`config.mk`:
```
export PLATFORM = sky130hd
export DESIGN_NAME = bcd_binary_seq
export DESIGN_NICKNAME = d
export VERILOG_FILES = /design/src/rtl/bcd_pkg.sv /design/src/rtl/bcd_digit_adjust.sv /design/src/rtl/bcd_binary_seq.sv
export SDC_FILE = /design/constraint.sdc
export NUM_CORES = 1
export LEC_CHECK = 0
export ABC_AREA = 1
export CORE_UTILIZATION = 35
export CTS_BUF_LIST = sky130_fd_sc_hd__clkbuf_8 sky130_fd_sc_hd__clkbuf_16
export DETAILED_ROUTE_END_ITERATION = 10
export PLACE_DENSITY = 0.64
export SLEW_MARGIN = 20
export SYNTH_ARGS = -nofsm -noshare
export SYNTH_HDL_FRONTEND = slang
export SYNTH_SLANG_ARGS = --single-unit
```
`constraint.sdc`:
```
create_clock -name clk -period 3.3 [get_ports clk]
set_clock_uncertainty 0.15 [all_clocks]
set_input_delay 0.66 -clock clk [delete_from_list [all_inputs] [get_ports clk]]
set_output_delay 0.66 -clock clk [all_outputs]
set_load 0.01 [all_outputs]
```
`src/rtl/bcd_pkg.sv`:
```
// Shared types and helpers for the BCD <-> binary conversion blocks.
package bcd_pkg;

  typedef enum logic {
    IDLE,
    CONV
  } state_t;

  localparam int DIGIT_W = 4;

  // A packed-BCD digit is only meaningful in the range 0..9.
  function automatic logic digit_invalid(logic [3:0] d);
    return (d > 4'd9);
  endfunction

endpackage : bcd_pkg

```
`src/rtl/bcd_digit_adjust.sv`:
```
// Reverse double-dabble correction for one BCD digit: after a right shift,
// a digit of 8 or more absorbed a carry-in worth 8 but should be worth 5.
module bcd_digit_adjust (
  input  logic [3:0] digit,
  output logic [3:0] adjusted
);

  assign adjusted = (digit >= 4'd8) ? (digit - 4'd3) : digit;

endmodule : bcd_digit_adjust

```
`src/rtl/bcd_binary_seq.sv`:
```
// Sequential packed-BCD to binary converter (reverse double-dabble),
// one shift/adjust step per clock, 4*DIGITS steps per conversion.
module bcd_binary_seq
  import bcd_pkg::*;
#(
  parameter int DIGITS    = 4,
  parameter int BIN_WIDTH = 14
) (
  input  logic                         clk,
  input  logic                         reset_n,
  input  logic                         start,
  input  logic [DIGIT_W*DIGITS-1:0]    bcd,
  output logic                         busy,
  output logic                         done,
  output logic [BIN_WIDTH-1:0]         binary,
  output logic                         error
);

  localparam int SR_W  = DIGIT_W * DIGITS;
  localparam int CNT_W = $clog2(SR_W);
  localparam logic [CNT_W-1:0] LAST_STEP = CNT_W'(SR_W - 1);

  state_t                 state_reg, state_next;
  logic [SR_W-1:0]        bcd_reg, bcd_next;
  logic [SR_W-1:0]        bin_reg, bin_next;
  logic [CNT_W-1:0]       cnt_reg, cnt_next;
  logic                   err_reg, err_next;
  logic                   done_reg, done_next;
  logic [BIN_WIDTH-1:0]   binary_reg, binary_next;
  logic                   error_reg, error_next;

  logic [2*SR_W-1:0]      shifted;
  logic [SR_W-1:0]        bcd_shift;
  logic [SR_W-1:0]        bin_shift;
  logic [SR_W-1:0]        bcd_adj;
  logic [DIGITS-1:0]      digit_bad;

  // The combined register moves one bit from the BCD half into the binary half.
  assign shifted   = {bcd_reg, bin_reg} >> 1;
  assign bcd_shift = shifted[2*SR_W-1:SR_W];
  assign bin_shift = shifted[SR_W-1:0];

  generate
    for (genvar gi = 0; gi < DIGITS; gi++) begin : g_digit
      bcd_digit_adjust u_adjust (
        .digit    (bcd_shift[gi*DIGIT_W +: DIGIT_W]),
        .adjusted (bcd_adj[gi*DIGIT_W +: DIGIT_W])
      );

      assign digit_bad[gi] = digit_invalid(bcd[gi*DIGIT_W +: DIGIT_W]);
    end
  endgenerate

  always_comb begin
    state_next  = state_reg;
    bcd_next    = bcd_reg;
    bin_next    = bin_reg;
    cnt_next    = cnt_reg;
    err_next    = err_reg;
    done_next   = 1'b0;
    binary_next = binary_reg;
    error_next  = error_reg;

    unique case (state_reg)
      IDLE: begin
        if (start) begin
          bcd_next   = bcd;
          bin_next   = '0;
          cnt_next   = '0;
          err_next   = |digit_bad;
          state_next = CONV;
        end
      end

      CONV: begin
        bcd_next = bcd_adj;
        bin_next = bin_shift;
        cnt_next = cnt_reg + 1'b1;
        if (cnt_reg == LAST_STEP) begin
          state_next  = IDLE;
          done_next   = 1'b1;
          // Bad operands still walk the datapath; only the published result is masked.
          binary_next = err_reg ? '0 : bin_shift[BIN_WIDTH-1:0];
          error_next  = err_reg;
        end
      end

      default: begin
        state_next = IDLE;
      end
    endcase
  end

  always_ff @(posedge clk) begin
    if (!reset_n) begin
      state_reg  <= IDLE;
      bcd_reg    <= '0;
      bin_reg    <= '0;
      cnt_reg    <= '0;
      err_reg    <= 1'b0;
      done_reg   <= 1'b0;
      binary_reg <= '0;
      error_reg  <= 1'b0;
    end else begin
      state_reg  <= state_next;
      bcd_reg    <= bcd_next;
      bin_reg    <= bin_next;
      cnt_reg    <= cnt_next;
      err_reg    <= err_next;
      done_reg   <= done_next;
      binary_reg <= binary_next;
      error_reg  <= error_next;
    end
  end

  assign busy   = (state_reg == CONV);
  assign done   = done_reg;
  assign binary = binary_reg;
  assign error  = error_reg;

endmodule : bcd_binary_seq
```
==> qor.txt <==
Residual DRC: 0
Reg-to-Reg Start: busy
Root Driver: clkbuf_8
Cell Pwr Density: 417 mW/mm^2
Worst path buffer plus inverter count: 2
CTS Sinks: 53
Slew @ Worst Pin: 615 ps
Critical path's top delay family: buffers and inverters
Gr ovfl total: 0
Final Hold Fails: 0
Period utilization: 0.640
Gr busiest metal: met2
Die width: 83.5 um
FF+latch count, synth: 53
Mapped Area: 0.00233 sq mm
Synth Net Count: 341
GRT Total Usage: 0.140
Fin area: 0.00277 sq mm
Largest net degree at the start of global routing: 39
Total power: 1.16 mW
Largest register FFs: 16
Fillcell total: 660
WL final: 4.50 mm
# setup viols final: 0
Mapped Cells: 315
Slew headroom: 0.589
Largest cells by area after synthesis: dfxtp_1, nand2_1, a21oi_1
CTS Buffer Depth: 2
Crit. End Element: register
Cell taking the most area after synthesis: dfxtp_1
Global-route wire length before repair: 8.03 mm
Syn-to-layout area delta: 19.1%
EDFF count, synth: 0
Post-CTS sizing: 0
Worst-path clk slew: 90 ps
CTS tree: built
Most frequent cells in the layout: nand2_1, dfxtp_1, clkdlybuf4s50_1
Drt pass-1 iters: 4
IO Port Bufs: 35
CTS H-Tree Depth: 2
Hold Path Origin: bin_reg[15]
Syn avg cell area: 7.39 sq um
Dpl cells: 414
GPL Wtd Cong: 0.829
IO Count: 36
NumNets Final: 370
Placed Area: 0.00269 sq mm
Most common cell after layout, fill and taps aside: nand2_1
Fmax: 473 MHz
Share of cells above drive strength 1: 0.0464
Crit path largest cell delay: 660 ps
CTS buffer count: 5
Crit-path cells: clkdlybuf4s50_1, inv_2, nor2_4, nand2_1, o21ai_1
Core Footprint: 0.00639 sq mm
Total negative setup slack: 0 ps
M3 GR Usage: 0.0307
Min Clock Period, post-route: 2110 ps
WHS Endpoint: bin_reg[14]
RSZ-0062 raised after global routing: false
Met2 track demand over resource: 0.217
Post-CTS Setup Bufs: 0
Post-route ant nets: 0
Via count: 2,004
Sequential fraction of the synthesis area: 0.456
First DRT Iteration DRCs: 76
Final Util: 0.434
Number of global-route vias before repair: 1,781
Antenna cells: 0
P_leak: 1.04 nW
Detailed Place HPWL: 3.04 mm
Avg WL per Cell: 10.7 um
Worst-skew pair later-pin latency: 310 ps
Ys async rst share: 0
Chip height: 83.5 um
Yosys warning total: 0
Min-Delay Path Class: reg -> reg
Initial Utilization: 0.364
Critical path's slowest cell: clkdlybuf4s50_1
Cts hold-fix bufs: 0
Overall die area: 0.00698 sq mm
Vias per Instance: 4.75
Worst-path maximum fanout: 32
Initial antenna violation count: 0
Predominant post-synthesis flop cell: dfxtp_1
Synth top area share: 0.456
Maxcap violations: 0
Row Count: 29
Grt met1 use: 0.185
Worst r2r path cells: 6
Post-Layout Cell Count: 422
WP data arrival: 2210 ps
Worst IR Drop VDD: 206 uV
CP required: 3390 ps
Yosys cell types: 26
Worst setup SP type: primary input
Reg2reg end: bcd_reg[8]
Status: complete, no violations
R2r setup slk: 1570 ps
Max-slew violations: 0
Hold depth: 2
Setup CP Type: in -> reg
[worst max path at each step]
stage            start          to  slack [ps]  depth (start not counted)
6_report       reset_n   binary[3]        1190                          5
5_1_grt        reset_n   binary[4]        1000                          5
4_1_cts        reset_n   binary[3]        1160                          5
3_5_place_dp   reset_n   binary[3]         840                          5
3_3_place_gp   reset_n  binary[13]         860                          5
2_1_floorplan    start     err_reg        1920                          6
[worst min-delay path: cells and delay by family (launching register included)]
| family | cells | cell delay (ps) |
|---|---|---|
| AO/OA/AOI/OAI | 1 | 50 |
| flip-flops | 1 | 320 |
| AND/OR/NAND/NOR | 1 | 50 |
[cells in the mapped netlist, types with 4 or more instances]
master    number
buf_2          5
o21ai_1       10
nand3_1       12
clkbuf_1       4
nor2_1        14
dfxtp_1       53
a21oi_1       28
inv_1         25
nand2_1      113
ha_1           7
o21ai_0       18
[layer usage]
layer	share of wire	up-vias
li1	-	1054
met1	0.51	898
met2	0.42	44
met3	0.045	8
met4	0.019	0
met5	0	-
[final cells by class]
class | instances | area [sq um] | area share
inverters | 27 | 101 | 0.0366
clock buffers | 5 | 68.8 | 0.0248
well taps | 77 | 96.3 | 0.0348
repair buffers | 36 | 358 | 0.129
multi-input cells | 221 | 1070 | 0.386
clock inverters | 3 | 17.5 | 0.00632
flip-flops and latches | 53 | 1060 | 0.383
[where the power goes]
part           switching [mW]  total, mW  internal [mW]
sequential             0.0159      0.672          0.656
combinational          0.0751      0.125         0.0502
clock                   0.211      0.360          0.148
total                   0.302       1.16          0.855
[cell families (layout without fill, tap and decap cells)]
family,after synthesis,count (layout),share of synthesized area
compound gates,61,61,0.135
xor+xnor,3,3,0.0113
fa+ha+maj,7,7,0.0376
buf+inv,41,71,0.0849
flops,53,53,0.456
simple gates,150,150,0.275
[stage by stage]
| stage | hold WS, ps | setup slack (ps) |
|---|---|---|
| after floorplan | 286 | 1920 |
| after global placement | 291 | 863 |
| after detailed placement | 295 | 835 |
| after CTS | 309 | 1160 |
| after global routing | 332 | 1000 |
| final | 305 | 1190 |
Power figures use the tool's default switching activity.
